**src/rtl/alu_cmd_frontend.sv**
```systemverilog
// Switch/button command front end for the 8-bit ALU: sync, debounce, one command per press.
// Optional AUTOREPEAT_EN re-issues a command while the button stays held.
module alu_cmd_frontend #(
    parameter int DEBOUNCE_CYCLES = 1_000_000,
    parameter int REPEAT_CYCLES   = 50_000_000
) (
    input  logic        clk,
    input  logic        reset_n,
    input  logic        btn_raw,
    input  logic [15:0] sw_raw,
    output logic        cmd_valid,
    input  logic        cmd_ready,
    output logic [3:0]  cmd_op,
    output logic [7:0]  cmd_data,
    output logic        btn_level,
    output logic        busy
);

    localparam int DB_W = (DEBOUNCE_CYCLES > 2) ? $clog2(DEBOUNCE_CYCLES) : 1;
    localparam logic [DB_W-1:0] DB_MAX = DB_W'(DEBOUNCE_CYCLES - 1);

    typedef enum logic [1:0] {
        IDLE,
        ISSUE,
        WAIT_REL
    } state_t;

    state_t state_q;
    state_t state_d;

    logic        btn_meta_q;
    logic        btn_sync_q;
    logic [15:0] sw_meta_q;
    logic [15:0] sw_sync_q;
    logic [DB_W-1:0] db_cnt_q;
    logic        btn_level_q;
    logic        btn_prev_q;
    logic        press_evt;
    logic        load;
    logic        sw_unused;

    always_ff @(posedge clk or negedge reset_n) begin
        if (!reset_n) begin
            btn_meta_q <= 1'b0;
            btn_sync_q <= 1'b0;
            sw_meta_q  <= '0;
            sw_sync_q  <= '0;
        end else begin
            btn_meta_q <= btn_raw;
            btn_sync_q <= btn_meta_q;
            sw_meta_q  <= sw_raw;
            sw_sync_q  <= sw_meta_q;
        end
    end

    // Level flips only after DEBOUNCE_CYCLES back-to-back mismatches.
    always_ff @(posedge clk or negedge reset_n) begin
        if (!reset_n) begin
            db_cnt_q    <= '0;
            btn_level_q <= 1'b0;
            btn_prev_q  <= 1'b0;
        end else begin
            btn_prev_q <= btn_level_q;
            if (btn_sync_q == btn_level_q) begin
                db_cnt_q <= '0;
            end else if (db_cnt_q == DB_MAX) begin
                db_cnt_q    <= '0;
                btn_level_q <= ~btn_level_q;
            end else begin
                db_cnt_q <= db_cnt_q + 1'b1;
            end
        end
    end

    assign press_evt = btn_level_q & ~btn_prev_q;
    assign sw_unused = ^sw_sync_q[7:4];

`ifdef AUTOREPEAT_EN
    localparam int RPT_W = (REPEAT_CYCLES > 2) ? $clog2(REPEAT_CYCLES) : 1;
    localparam logic [RPT_W-1:0] RPT_MAX = RPT_W'(REPEAT_CYCLES - 1);

    logic [RPT_W-1:0] rpt_cnt_q;
    logic             rpt_hit;

    assign rpt_hit = (rpt_cnt_q == RPT_MAX);

    always_ff @(posedge clk or negedge reset_n) begin
        if (!reset_n) begin
            rpt_cnt_q <= '0;
        end else if (state_q == WAIT_REL && btn_level_q && !rpt_hit) begin
            rpt_cnt_q <= rpt_cnt_q + 1'b1;
        end else begin
            rpt_cnt_q <= '0;
        end
    end
`else
    localparam int RPT_UNUSED = REPEAT_CYCLES;
`endif

    always_ff @(posedge clk or negedge reset_n) begin
        if (!reset_n) begin
            state_q <= IDLE;
        end else begin
            state_q <= state_d;
        end
    end

    always_comb begin
        state_d = state_q;
        load    = 1'b0;
        unique case (state_q)
            IDLE: begin
                if (press_evt) begin
                    load    = 1'b1;
                    state_d = ISSUE;
                end
            end
            ISSUE: begin
                if (cmd_ready) begin
                    state_d = WAIT_REL;
                end
            end
            WAIT_REL: begin
                if (!btn_level_q) begin
                    state_d = IDLE;
`ifdef AUTOREPEAT_EN
                end else if (rpt_hit) begin
                    load    = 1'b1;
                    state_d = ISSUE;
`endif
                end
            end
            default: begin
                state_d = IDLE;
            end
        endcase
    end

    // Payload is captured only on entry to ISSUE, so it cannot move while offered.
    always_ff @(posedge clk or negedge reset_n) begin
        if (!reset_n) begin
            cmd_op   <= '0;
            cmd_data <= '0;
        end else if (load) begin
            cmd_op   <= sw_sync_q[3:0];
            cmd_data <= sw_sync_q[15:8];
        end
    end

    assign cmd_valid = (state_q == ISSUE);
    assign busy      = (state_q != IDLE);
    assign btn_level = btn_level_q;

endmodule

```
**config.mk**
```make
export PLATFORM = sky130hd
export DESIGN_NAME = alu_cmd_frontend
export DESIGN_NICKNAME = d
export VERILOG_FILES = /design/src/rtl/alu_cmd_frontend.sv
export SDC_FILE = /design/constraint.sdc
export NUM_CORES = 1
export LEC_CHECK = 0
export ABC_AREA = 0
export BUFFER_PORTS_ARGS = -buffer_cell sky130_fd_sc_hd__clkbuf_2
export CAP_MARGIN = 20
export CORE_ASPECT_RATIO = 0.5
export CORE_UTILIZATION = 50
export DETAILED_ROUTE_END_ITERATION = 10
export PLACE_DENSITY_LB_ADDON = 0.25
export SETUP_SLACK_MARGIN = 0.4
export SYNTH_ARGS = -nofsm -noshare
export SYNTH_HDL_FRONTEND = slang
export SYNTH_SLANG_ARGS = --single-unit
```
**constraint.sdc**
```tcl
create_clock -name clk -period 3.3 [get_ports clk]
set_input_delay 0.33 -clock clk [delete_from_list [all_inputs] [get_ports clk]]
set_output_delay 0.33 -clock clk [all_outputs]
set_load 0.005 [all_outputs]
```
---- Word-level counts from Yosys, hierarchy flattened ----
Index checks and enable logic that the tools add are counted.
word-level totals
  bits in registers ....................... 70
operators by class
  add/sub/neg operators ................... 1
  eq/ne operators ......................... 7
  muxes and demuxes ....................... 8
  bitwise gates (word level) .............. 4
  reductions and logical operators ........ 4
operators with widths
  kind                     number
  $mux W20                 2
  $add A20 B1 Y20 const B  1
  $eq A20 B20 Y1 const B   1
  $mux W2                  3
  $pmux W2 S3              1
  $ne A2 B2 Y1 const B     2
  $not A1 Y1               3
  $reduce_and A3 Y1        1
  $eq A2 B1 Y1 const B     1
  $eq A2 B2 Y1 const B     1
  $logic_not A2 Y1         1
  $mux W1                  2
  $ne A2 B1 Y1 const B     1
  $reduce_and A2 Y1        1
  $reduce_bool A2 Y1       1
  $and A1 B1 Y1            1
  $eq A1 B1 Y1             1

---- Depth between registers and ports, before layout ----
Gate-level depths: netlist of run 1.
  depth after elaboration ................. 4
  gate-level depth with buffers ........... 6

---- Least setup slack after synthesis of run 1 ----
Ideal clock, no wire load.
  path type ............................... register to register
  from .................................... register state_q[0]
  to ...................................... register cmd_data[1]
  arrival ................................. 1662 ps
  required time ........................... 3175 ps
  slack ................................... 1513 ps
  stages on the path, launching flop included .. 5
  buffers on the path ..................... 1
  clock period less this slack ............ 1787 ps
  cell sequence ........................... dfrtp_1 > or2_2 > nor3b_1 > buf_2 > mux2_2
on the way
  longest elaborated chain between the ends .. 2
ends and longest elaborated chain
  item                      RTL line  RTL
  start: declaration        28        state_t state_q;
  start signal: assignment  104       state_q <= state_d;
  $logic_not A2 Y1          111       unique case (state_q)
  $mux W1                   111
  end signal: assignment    146       cmd_data <= sw_sync_q[15:8];
  end: declaration          14        output logic [7:0] cmd_data,
No other way between the ends.
A chain may end at the register's enable or synchronous reset.

---- Worst setup path after layout of run 1 ----
  from .................................... register db_cnt_q[8]
  to ...................................... register db_cnt_q[19]
on the way
  longest elaborated chain between the ends .. 3
ends and longest elaborated chain
  item                                               RTL line  RTL
  start: declaration                                 35        logic [DB_W-1:0] db_cnt_q;
  start signal: assignment                           70        db_cnt_q <= db_cnt_q + 1'b1;
  $add A20 B1 Y20 or $eq A20 B20 Y1 (tied branches)  70, 66
  $mux W20 (*)                                       66        end else if (db_cnt_q == DB_MAX) begin
  $mux W20 (*)                                       64        if (btn_sync_q == btn_level_q) begin
Mark *: on every way between the ends. The rest lies on a longest branch, timed or not.

==> results.md, run 1 <==
- Maximum number of pins on one net before global-route repair: 33
- Critical Path Start: db_cnt_q[8]
- Status: finished, final reports clean
- Worst EP arrival: 2.19 ns
- Clk_lat worst skew: between 0.3 and 0.4 ns
- Post-Syn Nets: 190
- Flop-to-flop setup slack: between 1 and 1.5 ns
- Area Overhead vs Synth: 19.8%
- Endpoints failing setup: 0
- Highest net fanout along the worst path: 8
- Fmax: 517 MHz
- Root Driver: clkbuf_8
- Clock Skews: 0.00783 ns
- Number of I/O port buffers: 30
- Starting density of the core: 0.551
- First-pass GRT wire length: 6760 um
- DR iter-0 viols: 54
- Top post-synthesis cells by area: dfrtp_1, mux2_2, xor2_1, nor2_1, xnor2_1
- Crit Path Category: reg -> reg
- WP data required: 3.55 ns
- Netlist Area Pre-Place: around 0.0023 mm^2
- Vias in the first global route: 1,450
- Yosys warning count: 0
- Crit path launch type: flop
- Max_cap viols: 0
- Grt total ovfl: 0
- Reg-to-reg critical path startpoint: db_cnt_q[8]
- Hold buffer count at CTS: 0
- CTS buffer count: 9
- Fraction of layout cells with a size suffix above 1: 0.313
- Share of the synthesized area in the top cell type: 0.686
- Most common cell after layout, fill and taps aside: dfrtp_1
- Worst Tran Pin Value: 0.773 ns
- CTS tree: built
- Ant. Diodes: 0
- CP max stage cell: or3_1
- Final hold slack: 0.0744 ns
- Final core occ: 0.660
- Leakage: between 0.001 and 0.0015 uW
- DR WL/cell: around 14 um
- Via count: 1,394
- Average size of a mapped cell: 13.4 um^2
- Max Root-Sink Buffers: 2
- Worst r2r path cells: 4
- Power Density: 564 mW/mm^2
- Placed cell area: 0.00249 mm^2
- Delay-heaviest family, CP: simple AND/OR/NAND/NOR gates
- Sum Neg Setup Slack: 0 ns
- Post-Syn Instances: 169
- Period utilisation layout: 0.586
- Post-Layout Cell Count: 268
- Setup bufs post-CTS: 0
- Max-slew violations: 0
- Worst min path class: in -> async
- Slowest stage delay, CP: 0.53 ns
- Leading area contributor after synthesis: dfrtp_1
- # H-tree levels: 3
- CTS Sinks: 62
- GRT Resource Usage Total: 0.190
- GP Congestion: 0.802
- Post-layout instance area: roughly 0.0027 mm^2
- DP Wirelength: 2500 um
- Post-synthesis register bit count: between 60 and 70
- Slew Limit Headroom: 0.484
- Peak supply drop: 360 uV
- Initial antenna violation count: 0
- Worst flop-to-flop path endpoint: db_cnt_q[19]
- Rows: 16
- Placed cell count: 252
- Avg Vias per Cell: 5.20
- Critical-path cell list: nand4_2, or3_1, or4_1, a21oi_1
- Post_cts resized: 0
- Most frequent cells in the layout: dfrtp_1, clkbuf_2, nor2_1
- Nets@finish: 230
- WP depth: 4
- Unrepaired setup endpoints after global routing: false
- Core ar.: between 0.004 and 0.005 mm^2
- Fin. Hold Viols: 0
- Bufs and invs on worst path: 0
- Clock-pin slew on the worst setup and hold paths: around 0.07 ns
- 1st-pass router iterations: 4
- Crit. End Element: flop
- Chip Width: 97.1 um
- Minimum clock period: 1.93 ns
- # IOs: 35
- Die area: 0.00481 mm^2
- Sequential share of the synthesized area: 0.686
- Cell variety after synth: 31
- Routed WL: between 3000 and 4000 um
- Residual DRC: 0
- Die Span Y: 49.6 um
- Final ANT Viol Nets: 0
## area by class of cell
type	count	area [um^2]
clock buffers	12	145
clock inverters	4	70.1
fillers	301	1400
inverters	5	18.8
multi-input cells	98	683
flip-flops and latches	62	1550
well taps	54	67.6
repair buffers	33	173
## per-stage QoR
| step | worst slack, ns | total power (uW) |
|---|---|---|
| 2_1_floorplan | 1.51 | 807 |
| 3_3_place_gp | 1.46 | 834 |
| 3_5_place_dp | 1.39 | 837 |
| 4_1_cts | 1.36 | 1550 |
| 5_1_grt | 1.25 | 1590 |
| 6_report | 1.37 | 1530 |
## power breakdown
| part | leakage, uW | total [uW] | internal (uW) | switching [uW] |
|---|---|---|---|---|
| Combinational | 0.000379 | 34.4 | 11.4 | 23.0 |
| Sequential | 0.000804 | 786 | 779 | 7.25 |
| Clock | 0.000110 | 707 | 444 | 263 |
## flip-flops by register name (all words and copies together) (netlist names), 2 cells and up
signal / cells
cmd_data: 8
cmd_op: 4
db_cnt_q: 20
state_q: 2
sw_meta_q: 12
sw_sync_q: 12
## cells in the mapped netlist
| cell | n |
|---|---|
| nand4_2 | 1 |
| or3_1 | 3 |
| a21oi_1 | 6 |
| and4bb_2 | 1 |
| mux2_2 | 12 |
| and3_1 | 1 |
| nor4b_1 | 1 |
| nor3_1 | 3 |
| nor2_1 | 14 |
| buf_2 | 2 |
| nand2_1 | 10 |
| nor3b_1 | 1 |
| or4_1 | 3 |
| nand3_1 | 6 |
| xnor2_1 | 6 |
| inv_1 | 5 |
| nor2b_1 | 1 |
| a21o_1 | 1 |
| or4_2 | 1 |
| and4_1 | 2 |
| ha_1 | 1 |
| nor4_1 | 2 |
| or4b_1 | 1 |
| mux2_1 | 1 |
| o21ai_0 | 3 |
| xor2_1 | 7 |
| dfrtp_1 | 62 |
| nand4_1 | 2 |
| or2_2 | 3 |
| clkbuf_1 | 2 |
| o31ai_1 | 5 |
## worst max-delay path by stage
stage	endpoint	slack, ns
2_1_floorplan	cmd_data[1]	1.51
3_3_place_gp	db_cnt_q[18]	1.46
3_5_place_dp	db_cnt_q[18]	1.39
4_1_cts	db_cnt_q[19]	1.36
5_1_grt	db_cnt_q[19]	1.25
6_report	db_cnt_q[19]	1.37
## cell families (layout without fill, tap and decap cells)
logic type,after synthesis,count (layout),share of synthesized area
and+or+nand+nor,56,56,0.137
AOI/OAI and AO/OA,15,15,0.0398
buffers and inverters,9,54,0.0161
DFF,62,62,0.686
muxes,13,13,0.0647
adders and majority gates,1,1,0.00553
xor gates and xnor gates,13,13,0.0504
## routing by layer
| layer | up-vias | part of all wire | GRT usage |
|---|---|---|---|
| met1 | 706 | 0.45 | 0.218 |
| met4 | 0 | 0.0097 | 0.0871 |
| met5 | - | 0 | 0 |
| li1 | 662 | - | - |
| met3 | 4 | 0.038 | 0.0908 |
| met2 | 22 | 0.50 | 0.308 |
## worst reg2reg max path, stage by stage, from the launching register on
cell	delay, ns
dfrtp_1	0.47
nand4_2	0.19
or3_1	0.53
or4_1	0.52
a21oi_1	0.15
Power figures use the tool's default switching activity.
==> run 2, diff against run 1 <==
==> constraint.sdc (replaced) <==
create_clock -name clk -period 1.8 [get_ports clk]
set_input_delay 0.18 -clock clk [delete_from_list [all_inputs] [get_ports clk]]
set_output_delay 0.18 -clock clk [all_outputs]
set_load 0.005 [all_outputs]
==> run 2 against run 1 <==
Flip-flop and latch count unchanged; total power up 80%; maximum frequency up 17%; critical path type unchanged; largest power group unchanged.
==> results.md, run 2 (synthesis gave the netlist of run 1 again) <==
- CP max stage cell: or4b_4
- Via count: 1,557
- Clk_lat worst skew: about 0.33 ns
- Endpoints failing setup: 0
- Sum Neg Setup Slack: 0 ns
- Hold Path Origin: cmd_ready
- Routed WL: 4510 um
- Gate power share: 0.040
- Status: finished, final reports clean
- Avg Vias per Cell: 5.12
- Post-layout instance area: 0.00318 mm^2
- Power Internal: roughly 2100 uW
- Most common cell after layout, fill and taps aside: dfrtp_1
- Crit path launch type: flop
- GRT Resource Usage Total: 0.210
- Nets@finish: about 270
- Die area: 0.00481 mm^2
- Root Driver: clkbuf_8
- Worst flop-to-flop path endpoint: db_cnt_q[7]
- Flop pwr share: 0.525
- Clock share of power: 0.435
- Worst min path class: in -> reg
- Highest net fanout along the worst path: 10
- Residual DRC: 0
- First-pass GRT wire length: approximately 7400 um
- Core ar.: roughly 0.0041 mm^2
- Placed cell area: 0.00263 mm^2
- Die Span Y: roughly 50 um
- Period utilisation layout: 0.916
- Switching Share: 0.226
- # H-tree levels: 3
- # IOs: 35
- Max-slew violations: 0
- Most frequent cells in the layout: dfrtp_1, clkbuf_2, buf_4
- Clock-pin slew on the worst setup and hold paths: approximately 0.070 ns
- Slew Limit Headroom: 0.787
- Worst Tran Pin Value: 0.316 ns
- Worst r2r path cells: 5
- Power Total: 2750 uW
- Peak supply drop: 429 uV
- Grt total ovfl: 0
- Flop-to-flop setup slack: approximately 0.15 ns
- Slowest stage delay, CP: between 0.5 and 0.6 ns
- Fmax: 607 MHz
- Unrepaired setup endpoints after global routing: true
- Max reg flops: 20
- 1st-pass router iterations: 3
- Biggest regs: db_cnt_q x20, sw_meta_q x12, sw_sync_q x12
- CTS Sinks: 62
- Worst hold endpoint: state_q[0]
- Crit. End Element: flop
- Starting density of the core: 0.551
- P_sw: just over 600 uW
- Number of I/O port buffers: 30
- Max Root-Sink Buffers: 2
- WP data required: 2.02 ns
- WHS Path Cells: 3
- Final ANT Viol Nets: 0
- Area Overhead vs Synth: 40.8%
- Initial antenna violation count: 0
- Ant. Diodes: 0
- GP Congestion: slightly below 0.9
- Chip Width: ~97 um
- Rows: 16
- CTS tree: built
- Fin. Hold Viols: 0
- Reg with most FFs: db_cnt_q
- Final core occ: 0.776
- Minimum clock period: 1.65 ns
- DP Wirelength: 2580 um
- CTS buffer count: 9
- Critical-path cell list: nand3_2, or4b_4, o31ai_4, buf_6, nor2_1
- Reg-to-reg critical path startpoint: db_cnt_q[18]
- Maximum number of pins on one net before global-route repair: 63
- Vias in the first global route: around 1.6k
- DR WL/cell: 14.8 um
- Clock Skews: about 0.0048 ns
- DR iter-0 viols: 34
- Crit Path Category: reg -> reg
- Power Density: 863 mW/mm^2
- Worst EP arrival: ~1.9 ns
- Max_cap viols: 0
- Leakage: 0.00149 uW
- Fraction of layout cells with a size suffix above 1: 0.440
## run 2: cell types whose count changed in the layout (fill, tap and decap cells not counted), moves of 3 or more
cell,previous run,this run
nor2_1,14,11
buf_6,0,5
or2_2,3,0
nor2_2,0,3
mux2_2,12,0
dlygate4sd3_1,0,14
mux2_4,0,13
or2_4,0,3
a21oi_2,0,5
buf_4,3,19
a21oi_1,6,1
## run 2: layout make-up
cell class | count | area, um^2
clock buffer | 9 | 124
timing repair buffer | 69 | 509
tap | 54 | 67.6
sequential | 62 | 1550
fill | 226 | 921
clock inverter | 7 | 73.8
inverter | 5 | 18.8
multi-input combinational | 98 | 838
## run 2: how the worst max path moves through the flow
stage                  from           end  slack (ns)  cells after the start
6_report       db_cnt_q[18]   db_cnt_q[7]        0.15                      5
5_1_grt        db_cnt_q[19]  db_cnt_q[14]        0.08                      5
4_1_cts         db_cnt_q[0]  db_cnt_q[18]        0.15                      5
3_5_place_dp   db_cnt_q[16]  db_cnt_q[19]        0.09                      5
3_3_place_gp   db_cnt_q[16]  db_cnt_q[10]        0.13                      5
2_1_floorplan   db_cnt_q[8]  db_cnt_q[17]        0.14                      5
## run 2: per-stage QoR
step,hold WS [ns],setup WS (ns),instances
3_5_place_dp,0.217,0.0922,258
4_1_cts,0.0895,0.149,301
5_1_grt,0.132,0.0764,304
6_report,0.133,0.152,304
2_1_floorplan,-0.116,0.139,169
3_3_place_gp,0.211,0.132,258
## run 2: power by group through the flow
| stage | sequential [uW] | clock, uW | combinational (uW) |
|---|---|---|---|
| CTS | 1440 | 1210 | 110 |
| finish | 1440 | 1190 | 110 |
| global placement | 1470 | 0 | 71.8 |
| floorplan | 1460 | 0 | 24.1 |
| global route | 1440 | 1270 | 124 |
| detailed placement | 1470 | 0 | 74.7 |
## run 2: what timing repair did
action,CTS,global route
hold buffers,14,0
buffers inserted,12,3
cloned,1,0
setup endpoints to repair,33,34
pin swaps,7,3
resized for setup,18,6
hold endpoints to repair,75,0
## run 2: critical path: cells and delay by family (launching register included)
kind | cells | cell delay [ns]
simple gates | 3 | 0.67
flops | 1 | 0.37
buf+inv | 1 | 0.19
compound gates | 1 | 0.29
## run 2: layer usage
| metal | GRT usage | up-vias | wire (um) |
|---|---|---|---|
| li1 | - | 735 | - |
| met1 | 0.248 | 780 | 1930 |
| met2 | 0.346 | 30 | 2280 |
| met3 | 0.0865 | 12 | 212 |
| met4 | 0.0846 | 0 | 91 |
| met5 | 0 | - | 0 |
